`config.mk`:
```
export PLATFORM = sky130hd
export DESIGN_NAME = dcache_req_arbiter
export DESIGN_NICKNAME = d
export VERILOG_FILES = /design/src/rtl/dcache_req_arbiter.sv
export SDC_FILE = /design/constraint.sdc
export NUM_CORES = 1
export LEC_CHECK = 0
export ABC_AREA = 1
export CORE_ASPECT_RATIO = 0.7
export CORE_MARGIN = 5
export CORE_UTILIZATION = 35
export CTS_CLUSTER_DIAMETER = 80
export DETAILED_ROUTE_END_ITERATION = 7
export GPL_TIMING_DRIVEN = 0
export PLACE_DENSITY = 0.77
export SLEW_MARGIN = 20
export SYNTH_ARGS = -nofsm -noshare
export SYNTH_HDL_FRONTEND = slang
export SYNTH_SLANG_ARGS = --single-unit
```
`constraint.sdc`:
```
create_clock -name clk_i -period 4.44 [get_ports clk_i]
set_input_delay 1.11 -clock clk_i [delete_from_list [all_inputs] [get_ports clk_i]]
set_output_delay 1.11 -clock clk_i [all_outputs]
set_load 0.01 [all_outputs]
```
`src/rtl/dcache_req_arbiter.sv`:
```
// Data-cache request arbiter: N requesters -> one cache port, TID-tagged responses.
// Define DCACHE_ARB_FIXED_PRIO_EN for fixed priority (port 0 highest) instead of round-robin.
module dcache_req_arbiter #(
  parameter int unsigned NrPorts   = 3,
  parameter int unsigned AddrWidth = 32,
  parameter int unsigned DataWidth = 32,
  parameter int unsigned TidWidth  = 2
) (
  input  logic                           clk_i,
  input  logic                           rst_ni,
  input  logic [NrPorts-1:0]             req_valid_i,
  output logic [NrPorts-1:0]             req_ready_o,
  input  logic [NrPorts*AddrWidth-1:0]   req_addr_i,
  input  logic [NrPorts-1:0]             req_we_i,
  input  logic [NrPorts*DataWidth-1:0]   req_wdata_i,
  output logic                           cache_req_valid_o,
  input  logic                           cache_req_ready_i,
  output logic [AddrWidth-1:0]           cache_req_addr_o,
  output logic                           cache_req_we_o,
  output logic [DataWidth-1:0]           cache_req_wdata_o,
  output logic [TidWidth-1:0]            cache_req_tid_o,
  input  logic                           cache_rsp_valid_i,
  input  logic [TidWidth-1:0]            cache_rsp_tid_i,
  input  logic [DataWidth-1:0]           cache_rsp_data_i,
  output logic [NrPorts-1:0]             rsp_valid_o,
  output logic [DataWidth-1:0]           rsp_data_o,
  output logic                           rsp_err_o
);

  localparam int unsigned NrTids = 2 ** TidWidth;
  localparam int unsigned PortW  = (NrPorts > 1) ? $clog2(NrPorts) : 1;

  typedef enum logic {IDLE, ISSUE} state_e;

  state_e             state_q;
  logic [NrTids-1:0]  busy_q;
  logic [PortW-1:0]   owner_q [NrTids];
  logic [PortW-1:0]   win_q;

  logic               any_req;
  logic [PortW-1:0]   win_idx;
  logic               tid_free;
  logic [TidWidth-1:0] free_tid;
  logic               grant;
  logic               hs;
  logic               rsp_hit;
  logic [PortW-1:0]   rsp_owner;

`ifdef DCACHE_ARB_FIXED_PRIO_EN
  always_comb begin
    any_req = 1'b0;
    win_idx = '0;
    for (int i = NrPorts - 1; i >= 0; i--) begin
      if (req_valid_i[i]) begin
        any_req = 1'b1;
        win_idx = PortW'(i);
      end
    end
  end
`else
  logic [PortW-1:0] rr_q;

  // Scan from the farthest offset down so the closest port to rr_q wins.
  always_comb begin
    int idx;
    any_req = 1'b0;
    win_idx = '0;
    idx     = 0;
    for (int i = NrPorts - 1; i >= 0; i--) begin
      idx = (int'(rr_q) + i) % int'(NrPorts);
      if (req_valid_i[idx]) begin
        any_req = 1'b1;
        win_idx = PortW'(idx);
      end
    end
  end

  always_ff @(posedge clk_i or negedge rst_ni) begin
    if (!rst_ni) begin
      rr_q <= '0;
    end else if (hs) begin
      if (win_q == PortW'(NrPorts - 1)) begin
        rr_q <= '0;
      end else begin
        rr_q <= win_q + PortW'(1);
      end
    end
  end
`endif

  always_comb begin
    tid_free = 1'b0;
    free_tid = '0;
    for (int t = NrTids - 1; t >= 0; t--) begin
      if (!busy_q[t]) begin
        tid_free = 1'b1;
        free_tid = TidWidth'(t);
      end
    end
  end

  assign grant = rst_ni && (state_q == IDLE)
               && any_req && tid_free;
  assign hs    = cache_req_valid_o && cache_req_ready_i;

  always_comb begin
    req_ready_o = '0;
    for (int p = 0; p < NrPorts; p++) begin
      req_ready_o[p] = grant && (win_idx == PortW'(p));
    end
  end

  always_ff @(posedge clk_i or negedge rst_ni) begin
    if (!rst_ni) begin
      state_q           <= IDLE;
      cache_req_valid_o <= 1'b0;
      cache_req_addr_o  <= '0;
      cache_req_we_o    <= 1'b0;
      cache_req_wdata_o <= '0;
      cache_req_tid_o   <= '0;
      win_q             <= '0;
    end else begin
      unique case (state_q)
        IDLE: begin
          if (grant) begin
            state_q           <= ISSUE;
            cache_req_valid_o <= 1'b1;
            cache_req_addr_o  <=
              req_addr_i[int'(win_idx)*AddrWidth +: AddrWidth];
            cache_req_we_o    <= req_we_i[win_idx];
            cache_req_wdata_o <=
              req_wdata_i[int'(win_idx)*DataWidth +: DataWidth];
            cache_req_tid_o   <= free_tid;
            win_q             <= win_idx;
          end
        end
        ISSUE: begin
          if (cache_req_ready_i) begin
            state_q           <= IDLE;
            cache_req_valid_o <= 1'b0;
          end
        end
      endcase
    end
  end

  assign rsp_owner = owner_q[cache_rsp_tid_i];
  assign rsp_hit   = rst_ni && cache_rsp_valid_i
                   && busy_q[cache_rsp_tid_i];
  assign rsp_err_o = rst_ni && cache_rsp_valid_i
                   && !busy_q[cache_rsp_tid_i];
  assign rsp_data_o = cache_rsp_data_i;

  always_comb begin
    rsp_valid_o = '0;
    for (int p = 0; p < NrPorts; p++) begin
      rsp_valid_o[p] = rsp_hit && (rsp_owner == PortW'(p));
    end
  end

  // Issue and response never target the same TID, so both may update.
  always_ff @(posedge clk_i or negedge rst_ni) begin
    if (!rst_ni) begin
      busy_q <= '0;
      for (int t = 0; t < NrTids; t++) begin
        owner_q[t] <= '0;
      end
    end else begin
      if (hs) begin
        busy_q[cache_req_tid_o]  <= 1'b1;
        owner_q[cache_req_tid_o] <= win_q;
      end
      if (rsp_hit) begin
        busy_q[cache_rsp_tid_i] <= 1'b0;
      end
    end
  end

endmodule

```
### Word-level counts from Yosys, hierarchy flattened

Index checks and enable logic that the tools add are counted.

* bits in registers: 85
* input port bits: 236
* output and inout port bits: 107
* logic and storage cells: 112

* add/sub/neg operators: 3
* div/mod/pow operators: 3
* $lt $le $gt $ge: 11
* equal/unequal tests: 7
* shift operators: 2
* multiplexer cells: 46
* bitwise gates (word level): 6
* reductions and logical operators: 21

Operators by type and width (number)
* $shiftx A96 B8 Y32: 2
* $lt A32 B4 Y1 const B: 3
* $mod A32 B3 Y32 const B: 2
* $mod A3 B3 Y32 const B: 1
* $mux W2: 11
* $mux W1: 21
* $logic_and A1 B1 Y1: 16
* $bmux W1 S2: 5
* $lt A2 B3 Y1 const B: 3
* $bwmux W8: 1
* $mux W4: 2
* $eq A2 B2 Y1 const B: 3
* $ge A3 B3 Y1 const B: 2
* $not A2 Y3: 2
* $and A4 B4 Y4: 1
* $bmux W2 S2: 1
* $demux W1 S2: 2
* $demux W2 S2: 1
* $eq A2 B1 Y1 const B: 2
* $ge A2 B1 Y1 const B: 2
* $logic_not A2 Y1: 2
* $ne A2 B2 Y1 const B: 2
* $not A4 Y4: 1
* $or A4 B4 Y4: 1
* 8 further kinds: 10

### Depth between registers and ports, before layout

Gate-level depths: netlist (run 1).

* depth after elaboration: 12
* gate-level depth with buffers: 16
* depth with buffers taken out: 15

### Least setup slack after synthesis (run 1)

OpenSTA, ideal clock, no wires.

* kind: in2out
* start point: in req_valid_i[1]
* end point: out req_ready_o[1]
* arrival: 2192 ps
* data required time: 3330 ps
* slack: 1138 ps
* stages on the path: 10
* path buffers: 2
* path through: inv_1 -> nand2_1 -> nand3_2 -> nand2_1 -> inv_2 -> nand4_2 -> nand2_2 -> buf_6 -> buf_2 -> nor3_1

* word-level cells in the longest chain between the ends: 9
* elaborated cells on any way between the ends: 19
* classes of those cells: eq/ne: 1; mux: 15; reduce/logical: 3

RTL lines
* from (decl): line 11 `input logic [NrPorts-1:0] req_valid_i,`
* $bmux W1 S2: line 71 `if (req_valid_i[idx]) begin`
* $mux W1 (implied by the code) (2 in series): line 71
* $mux W1 (3 in series): line 71
* $logic_and A1 B1 Y1 (2 in series): line 103 `&& any_req && tid_free;`
* $logic_and A1 B1 Y1 *: line 109 `req_ready_o[p] = grant && (win_idx == PortW'(p));`
* to (decl): line 12 `output logic [NrPorts-1:0] req_ready_o,`

Mark *: on every way between the ends. The rest lies on a longest branch, timed or not. The select of a mux whose other input is x is not followed.

### Final worst setup path (run 1)

* start point: in cache_rsp_tid_i[0]
* end point: out rsp_valid_o[2]

* word-level cells in the longest chain between the ends: 6
* elaborated cells on any way between the ends: 9
* classes of those cells: eq/ne: 1; mux: 5; bitwise: 1; reduce/logical: 2

RTL lines
* from (decl): line 23 `input logic [TidWidth-1:0] cache_rsp_tid_i,`
* $not A2 Y3 (implied by the code): line 147 `assign rsp_owner = owner_q[cache_rsp_tid_i];`
* $bmux W2 S2: line 147
* $mux W2 (implied by the code) (2 in series): line 147
* $eq A2 B2 Y1: line 157 `rsp_valid_o[p] = rsp_hit && (rsp_owner == PortW'(p));`
* $logic_and A1 B1 Y1 *: line 157
* to (decl): line 25 `output logic [NrPorts-1:0] rsp_valid_o,`

Marked as above.

==> results.py, run 1 <==
metrics = {
    "global_route": {
        "grt_pass1_vias": 6020,
        "grt.total_usage_pct": 22.57,
        "antenna_found_initial": 2,
        "grt_max_degree": 77,
        "grt_pass1_wl_um": 32660,
        "grt_overflow": 0,
    },
    "timing": {
        "drv_slew": 0,
        "period_share_pct": 96.07,
        "rsz0062_at_grt": "false",
        "worst_slack_ns": 0.1744,
        "tightestPinTransition_ns": 0.5790,
        "hold_violations": 0,
        "maxSlewHeadroom_pct": 61.10,
        "finalClockSkew_ns": 0.007878,
        "hold_ws_ns": 0.4538,
        "fin_crit_ns": 4.266,
        "fmax_mhz": 234.4,
        "setup_viol": 0,
    },
    "run_status": {
        "run_status": "finished clean",
    },
    "drt": {
        "vias_per_cell": 4.798,
        "vias": 6141,
        "drt_iter0_drc": 437,
        "wire_per_inst_um": 16.92,
        "drc": 0,
        "ant_nets": 0,
        "routed_wirelength_um": 21660,
        "drt_first_pass_iters": 5,
    },
    "floorplan": {
        "row_count": 38,
        "core_mm2": 0.01536,
        "io_pins": 343,
        "die_area_mm2": 0.01815,
        "die_w_um": 158.9,
        "start_util_pct": 35.36,
        "die_y_um": 114.2,
    },
    "clocking": {
        "cts_tree": "yes",
        "clk_pin_slew_ns": 0.06,
        "cts_max_level": 3,
        "cts_hold_buf": 0,
        "cts_root_buffer": "clkbuf_16",
        "cts_setup_buffers": 0,
        "clock_tree.buffer_depth": 2,
        "clock_latency_ns": 0.34,
        "cts_num_sinks": 85,
        "numCtsBuffers": 9,
    },
    "final_layout": {
        "final_layout_size_suffix_gt1_share_pct": 10.28,
        "layout.filler_cells": 1420,
        "final_net_count": 1316,
        "n_antenna_cell": 0,
        "area_growth_pct": 68.18,
    },
    "yosys": {
        "synth_area_mm2": 0.005430,
        "ys_types": 29,
        "synth-seq-area-share_pct": 39.17,
        "syn_area_per_cell_um2": 7.202,
        "synth_nets": 994,
        "synth_warnings": 0,
        "synthCells": 754,
        "synth-seq-cells": 85,
    },
    "worst_setup_path": {
        "worstSetupStartpointType": "input pin",
        "crit_type": "input pin to output pin",
        "worst_ep_required_time_ns": 3.33,
        "cp_max_fo": 4,
        "cp.arrival_ns": 3.16,
        "crit_path_end_kind": "output pin",
    },
    "place": {
        "gp_congestion": 0.9595,
        "place_hpwl_um": 17050,
        "port-buffer-count": 310,
        "pre_cts_slack_ns": -0.02015,
    },
    "pwr": {
        "p_per_area_mw_per_mm2": 694.6,
        "power_mw": 6.344,
        "power.leakage_nw": 4.332,
        "ir_drop_mv": 0.3151,
    },
    "run": {
        "cap_violations": 0,
    },
    "min_path": {
        "min_path_type": "flip-flop to flip-flop",
    },
}
-- final timing paths --
check | start | endpoint | slack, ns | cells past startpoint
hold reg to reg | state_q | cache_req_valid_o | 0.45 | 1
setup reg to reg | rr_q[0] | cache_req_wdata_o[4] | 2.10 | 13
min in group asynchronous | rst_ni | cache_req_addr_o[30] | 0.58 | 1
max in group asynchronous | rst_ni | cache_req_addr_o[24] | 3.25 | 2
hold / removal | state_q | cache_req_valid_o | 0.45 | 1
setup / recovery | cache_rsp_tid_i[0] | rsp_valid_o[2] | 0.17 | 9
-- flip-flops by register name, summed over array words and instances (netlist names) --
signal and flops:
cache_req_wdata_o 32, win_q 2, busy_q 4, cache_req_we_o 1
state_q 1, rr_q 2, cache_req_valid_o 1, cache_req_tid_o 2
owner_q 8, cache_req_addr_o 32
-- cell families (layout without fill, tap and decap cells) --
group | after synthesis | count (layout) | synth area share, %
adders and majority gates | 4 | 4 | 0.9217
DFF | 85 | 85 | 39.17
and+or+nand+nor | 321 | 321 | 24.77
AOI/OAI and AO/OA | 184 | 184 | 19.65
buffers and inverters | 160 | 486 | 15.48
-- per-layer routing --
| metal | global-route usage (%) | wire length, um | share of wire (%) | up-vias |
|---|---|---|---|---|
| met5 | 0 | 27 | 0.12 | - |
| met4 | 4.886 | 323 | 1.5 | 4 |
| met3 | 6.477 | 1741 | 8.0 | 31 |
| met2 | 37.81 | 10280 | 47 | 237 |
| met1 | 29.33 | 9288 | 43 | 2833 |
| li1 | - | - | - | 3036 |
-- synthesized netlist by cell type, drive strengths merged --
library cell	count	area share, %
nor2	13	1.3
nand2	232	16
dfrtp	85	39
a21boi	38	5.3
inv	83	5.7
or2	1	0.12
a22oi	4	0.55
ha	4	0.92
clkbuf	3	0.21
nor3	6	0.55
nand4	3	0.46
o211ai	3	0.41
o21ai	93	9.1
a21oi	45	4.1
buf	74	9.5
a221oi	1	0.16
nand3	66	6.2
-- worst max-delay path, stage by stage --
cell	delay (ns)
clkdlybuf4s50_1	0.51
inv_1	0.07
or2_2	0.27
inv_1	0.12
a22oi_1	0.09
o211ai_1	0.12
nand3_1	0.16
nor3_1	0.16
clkdlybuf4s50_1	0.56
-- metrics by stage --
step	std cells	setup TNS (ns)	cell area, um2	util (%)
global placement	1264	-232.73	8783	57.19
detailed placement	1265	-0.02015	8812	57.38
floorplan	754	0	5430	-
global route	1280	0	9133	59.47
finish	1280	0	9133	59.47
CTS	1280	0	9125	59.42
-- area by class of cell --
cell class / count / area [um2] / area share, %
plain buffers: 77 / 534.3 / 5.850
clock buffers: 12 / 246.5 / 2.699
clock inverters: 3 / 68.82 / 0.7535
inverters: 83 / 311.5 / 3.411
multi-input cells: 509 / 2462 / 26.96
flip-flops and latches: 85 / 2127 / 23.29
well taps: 200 / 250.2 / 2.740
repair buffers: 311 / 3132 / 34.29
-- placed cells by master (no fill, tap or decap), types with 2 or more instances in the layout --
master,n
clkdlybuf4s50_1,306
nand2_1,230
dfrtp_1,85
inv_1,76
o21ai_1,68
nand3_1,65
a21oi_1,45
buf_4,41
buf_2,25
a21boi_0,20
a21boi_1,18
o21ai_0,17
nor2_1,11
clkbuf_16,9
o21ai_2,8
inv_2,7
buf_6,7
nor3_1,6
clkbuf_1,5
a22oi_1,4
ha_1,4
o211ai_1,3
nand4_1,2
nand2_2,2
bufinv_16,2
dlygate4sd2_1,2
-- power by group --
part	switching (mW)	leakage [nW]	internal, mW
Clock	0.312	0.153	0.508
Sequential	0.218	1.04	1.17
Combinational	2.36	3.13	1.77
Total	2.89	4.33	3.45
-- timing repair --
item / CTS / global route
gates cloned: 0 / 0
hold endpoints to repair: 0 / 0
resized for setup: 2 / 5
pin swaps: 0 / 1
setup endpoints to repair: 2 / 2
(Power assumes the default switching activity.)
==> inputs of run 2 (changes only) <==
==> constraint.sdc (replaced) <==
create_clock -name clk_i -period 4.44 [get_ports clk_i]
set_input_delay 1.11 -clock clk_i [delete_from_list [all_inputs] [get_ports clk_i]]
set_output_delay 1.11 -clock clk_i [all_outputs]
set_load 0.005 [all_outputs]
==> results.py, run 2 (synthesized netlist as in run 1, its figures left out) <==
metrics = {
    "final_layout": {
        "final_cells": 1280,
        "final_layout_size_suffix_gt1_share_pct": 10.28,
        "final_cell_mix": "308 x clkdlybuf4s50_1, 230 x nand2_1, 85 x dfrtp_1",
        "reg_top3": "cache_req_addr_o x32, cache_req_wdata_o x32, owner_q x8",
        "final_net_count": 1316,
        "area_growth_pct": 68.32,
        "layout.filler_cells": 1419,
        "final_core_util_pct": 59.52,
        "layout_commonest_cell": "clkdlybuf4s50_1",
        "n_antenna_cell": 0,
    },
    "clocking": {
        "cts_max_level": 3,
        "cts_root_buffer": "clkbuf_16",
        "cts_tree": "yes",
        "numCtsBuffers": 9,
        "clock_latency_ns": 0.34,
        "cts_num_sinks": 85,
        "clk_pin_slew_ns": 0.06,
        "cts_hold_buf": 0,
        "clock_tree.buffer_depth": 2,
    },
    "min_path": {
        "min_path_type": "flip-flop to flip-flop",
        "holdPathStages": 1,
    },
    "run": {
        "cap_violations": 0,
    },
    "timing": {
        "fmax_mhz": 233.1,
        "setup_viol": 0,
        "hold_violations": 0,
        "period_share_pct": 96.61,
        "fin_crit_ns": 4.290,
        "tightestPinTransition_ns": 0.5739,
        "drv_slew": 0,
        "maxSlewHeadroom_pct": 61.45,
        "rsz0062_at_grt": "false",
        "finalClockSkew_ns": 0.007614,
    },
    "pwr": {
        "power_mw": 6.224,
        "ir_drop_mv": 0.2973,
        "p_per_area_mw_per_mm2": 681.0,
        "power.leakage_nw": 4.326,
    },
    "floorplan": {
        "core_mm2": 0.01536,
        "row_count": 38,
        "die_w_um": 158.9,
        "die_y_um": 114.2,
        "die_area_mm2": 0.01815,
        "start_util_pct": 35.36,
        "io_pins": 343,
    },
    "worst_setup_path": {
        "rrSetupSlack_ns": 2.05,
        "r2r_cells": 14,
        "cp.arrival_ns": 3.18,
        "r2r_start": "rr_q[0]",
        "crit_path_end_kind": "output pin",
        "endpoint": "rsp_valid_o[0]",
        "cp_max_fo": 4,
        "worst_ep_required_time_ns": 3.33,
        "crit_type": "input pin to output pin",
        "crit_path_start": "cache_rsp_tid_i[0]",
        "worstSetupStartpointType": "input pin",
        "r2r_end": "cache_req_wdata_o[7]",
    },
    "global_route": {
        "grt.total_usage_pct": 22.57,
        "grt_max_degree": 77,
        "antenna_found_initial": 2,
        "grt_pass1_wl_um": 32660,
        "grt_overflow": 0,
        "grt_pass1_vias": 6020,
    },
    "place": {
        "dp.cells": 1265,
        "gp_congestion": 0.9595,
        "place_hpwl_um": 17050,
        "port-buffer-count": 310,
    },
    "drt": {
        "drt_iter0_drc": 423,
        "routed_wirelength_um": 21650,
        "wire_per_inst_um": 16.92,
        "ant_nets": 0,
        "drc": 0,
        "drt_first_pass_iters": 7,
        "vias_per_cell": 4.784,
        "vias": 6123,
    },
    "run_status": {
        "run_status": "finished clean",
    },
}
## run 2: layer usage
| layer | vias to the layer above | GRT usage [%] | part of all wire [%] |
|---|---|---|---|
| met3 | 29 | 6.477 | 7.6 |
| met5 | - | 0 | 0.12 |
| met2 | 224 | 37.81 | 48 |
| met1 | 2830 | 29.33 | 43 |
| li1 | 3036 | - | - |
| met4 | 4 | 4.886 | 1.4 |
## run 2: worst min path at each step
| stage | startpoint | to |
|---|---|---|
| finish | state_q | cache_req_valid_o |
| global placement | state_q | cache_req_valid_o |
| detailed placement | state_q | cache_req_valid_o |
| floorplan | state_q | cache_req_valid_o |
| global route | state_q | cache_req_valid_o |
| CTS | state_q | cache_req_valid_o |
## run 2: worst max-delay path: stages
cell and delay, ns:
clkdlybuf4s50_1 0.51, inv_1 0.07, or2_2 0.27, inv_1 0.12, a22oi_1 0.09, o211ai_1 0.12, nand3_1 0.16, inv_2 0.09
nand2_1 0.05, nor2_1 0.09, clkdlybuf4s50_1 0.51
## run 2: power breakdown
| group | switching [mW] | internal (mW) | total, mW |
|---|---|---|---|
| Clock | 0.313 | 0.508 | 0.821 |
| Sequential | 0.218 | 1.17 | 1.39 |
| Combinational | 2.24 | 1.78 | 4.02 |
| Total | 2.77 | 3.46 | 6.22 |
## run 2: final cells by class
class,instances,area (um2),share of cell area (%)
Clock buffer,12,246.5,2.697
Sequential cell,85,2127,23.27
Buffer,76,531.8,5.818
Clock inverter,3,68.82,0.7529
Inverter,83,311.5,3.409
Tap cell,200,250.2,2.738
Timing Repair Buffer,312,3142,34.37
Multi-Input combinational cell,509,2462,26.94
## run 2: repair_timing
item | 4_1_cts | 5_1_grt
setup buffers | 0 | 1
gates resized for setup | 0 | 6
hold endpoints to repair | 0 | 0
setup endpoints to repair | 0 | 4
## run 2: metrics by stage
stage | worst slack (ns) | TNS [ns] | hold WS [ns] | cell area, um2
floorplan | 1.208 | 0 | 0.4213 | 5430
finish | 0.1505 | 0 | 0.4517 | 9140
global route | 0.008072 | 0 | 0.4633 | 9140
CTS | 0.002021 | 0 | 0.4534 | 9128
detailed placement | 0.01386 | 0 | 0.4527 | 8812
global placement | -3.109 | -232.49 | 0.4330 | 8783
==> inputs of run 3 (changes only) <==
CTS_CLUSTER_DIAMETER = 40   (was 80)
==> results of run 3 <==
Final layout, timing and power as in run 2 (identical DEF).
